## src/rtl/channel_scan_sequencer.sv

```systemverilog
// channel_scan_sequencer: walks an 8-bit channel mask and drives A/E
// of a 3-to-8 decoder, dwelling dwell+1 cycles on each enabled channel.
module channel_scan_sequencer #(
  parameter int DWELL_W = 8
) (
  input  logic               clk,
  input  logic               rst,
  input  logic               start,
  input  logic               stop,
  input  logic [7:0]         mask,
  input  logic [DWELL_W-1:0] dwell,
  input  logic               mode,
  output logic [2:0]         A,
  output logic               E,
  output logic               busy,
  output logic               done
);

  localparam logic [0:0] S_IDLE  = 1'b0;
  localparam logic [0:0] S_DWELL = 1'b1;

  logic [0:0]         state;
  logic [7:0]         mask_q;
  logic [DWELL_W-1:0] dwell_q;
  logic [DWELL_W-1:0] cnt;
  logic               mode_q;
  logic [7:0]         above;

  function automatic logic [2:0] lowest(input logic [7:0] m);
    logic [2:0] r;
    r = '0;
    for (int i = 7; i >= 0; i--) begin
      if (m[i]) r = i[2:0];
    end
    return r;
  endfunction

  // enabled channels strictly above the current one
  assign above = mask_q & (8'hFE << A);

  // scan control: start/stop, dwell countdown, channel advance, wrap
  always_ff @(posedge clk or posedge rst) begin
    if (rst) begin
      state   <= S_IDLE;
      mask_q  <= '0;
      dwell_q <= '0;
      mode_q  <= 1'b0;
      cnt     <= '0;
      A       <= '0;
      E       <= 1'b0;
      busy    <= 1'b0;
      done    <= 1'b0;
    end else begin
      done <= 1'b0;
      unique case (state)
        S_IDLE: begin
          if (start && !stop) begin
            if (mask != 8'h00) begin
              mask_q  <= mask;
              dwell_q <= dwell;
              mode_q  <= mode;
              cnt     <= dwell;
              A       <= lowest(mask);
              E       <= 1'b1;
              busy    <= 1'b1;
              state   <= S_DWELL;
            end else begin
              done <= 1'b1;
            end
          end
        end
        S_DWELL: begin
          if (stop) begin
            E     <= 1'b0;
            busy  <= 1'b0;
            state <= S_IDLE;
          end else if (cnt != '0) begin
            cnt <= cnt - 1'b1;
          end else if (above != 8'h00) begin
            A   <= lowest(above);
            cnt <= dwell_q;
          end else if (!mode_q) begin
            E     <= 1'b0;
            busy  <= 1'b0;
            done  <= 1'b1;
            state <= S_IDLE;
          end else begin
            A    <= lowest(mask_q);
            cnt  <= dwell_q;
            done <= 1'b1;
          end
        end
        default: state <= S_IDLE;
      endcase
    end
  end

endmodule
```

## config.mk

```make
export PLATFORM = sky130hd
export DESIGN_NAME = channel_scan_sequencer
export DESIGN_NICKNAME = d
export VERILOG_FILES = /design/src/rtl/channel_scan_sequencer.sv
export SDC_FILE = /design/constraint.sdc
export NUM_CORES = 1
export LEC_CHECK = 0
export BUFFER_PORTS_ARGS = -buffer_cell sky130_fd_sc_hd__buf_2
export CORE_MARGIN = 2
export CORE_UTILIZATION = 47
export DETAILED_ROUTE_END_ITERATION = 12
export PLACE_DENSITY = 0.75
export SLEW_MARGIN = 10
export SYNTH_ARGS = -nofsm -noshare
export SYNTH_HDL_FRONTEND = slang
export SYNTH_SLANG_ARGS = --single-unit
```

## constraint.sdc

```tcl
create_clock -name clk -period 2.2 [get_ports clk]
set_input_delay 0.44 -clock clk [delete_from_list [all_inputs] [get_ports clk]]
set_output_delay 0.44 -clock clk [all_outputs]
set_load 0.1 [all_outputs]
```

==> reports/metrics.cfg <==
[sta]
setup_viol_count_final=4
fmax_mhz=447
tightest_slew_ns=0.493
rsz0062_at_grt=yes
slew_viol_final=0
post-route-period-util_pct=102
fin_worst_skew_ns=0.00910
finalCriticalPeriod_ns=2.24
hold_violations=0
slew_headroom_pct=66.7
holdWs_ns=0.228
fin_ws_ns=-0.0369

[grt]
grt_overflow=0
grt.busiest_layer=met2
met2_usage_pct=39.3
grt_pass1_wl_mm=8.22
grt.total_usage_pct=24.9
met3_usage_pct=5.07
grt_pass1_vias=1746
antenna_found_initial=0
grt_use_met1_pct=33.7
grt_max_degree=32

[layout]
nets=295
antenna_cells=0
areaGrowthSynthToFinish_pct=27.5
final_cell_count_no_fill=320
final_common_cell=nand2_1
postLayoutCellArea_um2=2370
final_cell_mix=nand2_1 (56), dfrtp_1 (28), buf_2 (26), buf_4 (25), nor2_1 (16)
drive_above_1_share_pct=30.5

[worst_setup_path]
cpMaxStageDelayCell=or4b_4
critical-path-max-stage-delay_ns=0.46
required_ns=2.37
crit_path_max_fanout=9
cp.depth=7
critPathLaunchType=flip-flop
critPathArrivalTime_ns=2.40
reg2reg_depth=7
path_cells=inv_2 -> ha_4 -> or4b_4 -> or2_4 -> o41ai_4 -> nand2_4 -> mux2_4
worst_setup_path_end_kind=flip-flop
critPathKind=flip-flop to flip-flop
path_buf_inv=1
crit_family=simple AND/OR/NAND/NOR gates

[routing]
drcViolationCount=0
drt-total-wl_mm=4.88
vias_per_cell=5.66
vias=1810
final_antenna_net_count=0
routedWlPerCell_um=15.3
drt_pass1_iterations=4
drt_iter0_markers=126

[run_status]
violations=setup timing
outcome=complete, but fails checks

[floorplanning]
fp.dieArea_um2=4470
initial_core_util_pct=49.7
io_pins=27
die_width_um=66.9
core_area_um2=3740
num_rows=22
die_height_um=66.9

[synth]
synth-warning-count=0
synthTopCellsByArea=dfrtp_1 (42%), nand2_1 (12%), nor2_1 (3.2%), a21oi_1 (3.0%), o21ai_0 (3.0%)
syn_nets=243
syn_inst=220
avgSynthCellArea_um2=8.45
synth_cell_types=52
synth_top_cell_area_share_pct=41.7
yosysSeqAreaShare_pct=41.7
synth_ff_type=dfrtp_1
syn-cell-area_um2=1860
synth_largest_area_cell=dfrtp_1
synth_edf_count=0
synthArstFlopShare_pct=100
synth_seq_cells=31

[clock_network]
cts.sinks=31
h-tree-depth=2
root_buffer=clkbuf_8
cts_made_buffers=5
clkTransAtPathRegs_ns=0.06
clk_latency_ns=0.29
cts_buffer_depth=2
cts_tree=yes

[power_and_ir_drop]
seqPwrFrac_pct=35.3
swShare_pct=42.9
pwr-share-clk_pct=16.3
power_mw=2.52
combPwrFrac_pct=48.5
p_leak_nw=1.11
p_switching_mw=1.08
ir_drop_uv=719
power.internal_mw=1.44
power.density_nw_per_um2=1060

[place]
place_inst=310
place_congestion=0.928
pre_cts_ws_ns=-0.100
dpl.hpwl_mm=3.64
dpl_cell_area_um2=2230
portBuffers=26

[run]
max-cap-violations=0

[worst_hold_path]
hp-class=input port to asynchronous set/reset pin

==> final cells by class <==
type                       instances  area [um^2]
fill                             332         1370
sequential                        31          785
multi-input combinational        168         1050
inverter                          12         45.0
clock buffer                       7         76.3
tap                               48         60.1
timing repair buffer              54          352
==> kinds of logic after synthesis <==
kind of cell	after synthesis	share of synthesized area, %
xor gates and xnor gates	2	0.942
adders and majority gates	2	1.35
AOI/OAI and AO/OA	55	21.8
and+or+nand+nor	102	25.0
DFF	31	41.7
muxes	7	4.64
buffers and inverters	21	4.51
==> power by group through the flow <==
stage | Combinational (mW) | Clock (mW) | Sequential [mW]
5_1_grt | 1.33 | 0.449 | 0.903
6_report | 1.22 | 0.410 | 0.888
4_1_cts | 1.19 | 0.420 | 0.876
2_1_floorplan | 0.650 | 0 | 1.04
3_5_place_dp | 1.17 | 0 | 0.884
3_3_place_gp | 1.15 | 0 | 0.883
==> registers in the layout, indices dropped and copies added, names as in the netlist <==
| register | count |
|---|---|
| state | 1 |
| mask_q | 8 |
| done | 1 |
| dwell_q | 8 |
| mode_q | 1 |
| A | 3 |
| busy | 1 |
| cnt | 8 |
==> Yosys cell counts (2+ instances only) <==
master and n:
xnor2_1 2, mux2_1 3, nand2b_1 3, o21ai_0 11, o221a_1 4, and3_1 2
o31ai_1 2, nand2_1 57, a21oi_1 11, clkbuf_1 7, o22ai_1 3, or4_1 2
inv_1 12, a31oi_1 4, a21o_1 2, nor2_1 16, mux2_2 2, dfrtp_1 31
ha_1 2, nand3_1 4, nor3_1 7, o21ai_1 2, mux2_4 2
==> through the flow <==
step	utilization (%)	TNS, ns
3_3_place_gp	59.7	-0.0125
4_1_cts	62.7	-0.0596
5_1_grt	63.3	-0.638
2_1_floorplan	-	-1.09
3_5_place_dp	59.7	-0.413
6_report	63.3	-0.0737
==> worst reg2reg max path: stages, from the launching register on <==
cell	delay, ns
dfrtp_1	0.39
inv_2	0.09
ha_4	0.13
or4b_4	0.46
or2_4	0.28
o41ai_4	0.30
nand2_4	0.16
mux2_4	0.32
==> metal layers <==
| metal | up-vias | share of wire, % |
|---|---|---|
| li1 | 886 | - |
| met1 | 859 | 48 |
| met2 | 57 | 45 |
| met3 | 8 | 5.9 |
| met4 | 0 | 1.5 |
| met5 | - | 0 |
==> path summary, 6_finish.rpt <==
path	startpoint	to	slack, ns
max	cnt[0]	cnt[4]	-0.04
min reg2reg	dwell_q[1]	dwell_q[1]	0.47
max reg2reg	cnt[0]	cnt[4]	-0.04
min in group clk	mode	mode_q	0.35
max in group asynchronous	rst	A[2]	1.65
min	rst	mask_q[1]	0.23
==> repair_timing <==
item                       in CTS  in global routing
setup endpoints to repair      10                 11
setup buffers                   4                  0
pin swaps                       4                  2
hold buffers                    0                  0
resized for setup               3                  9
(Power assumes the default switching activity.)
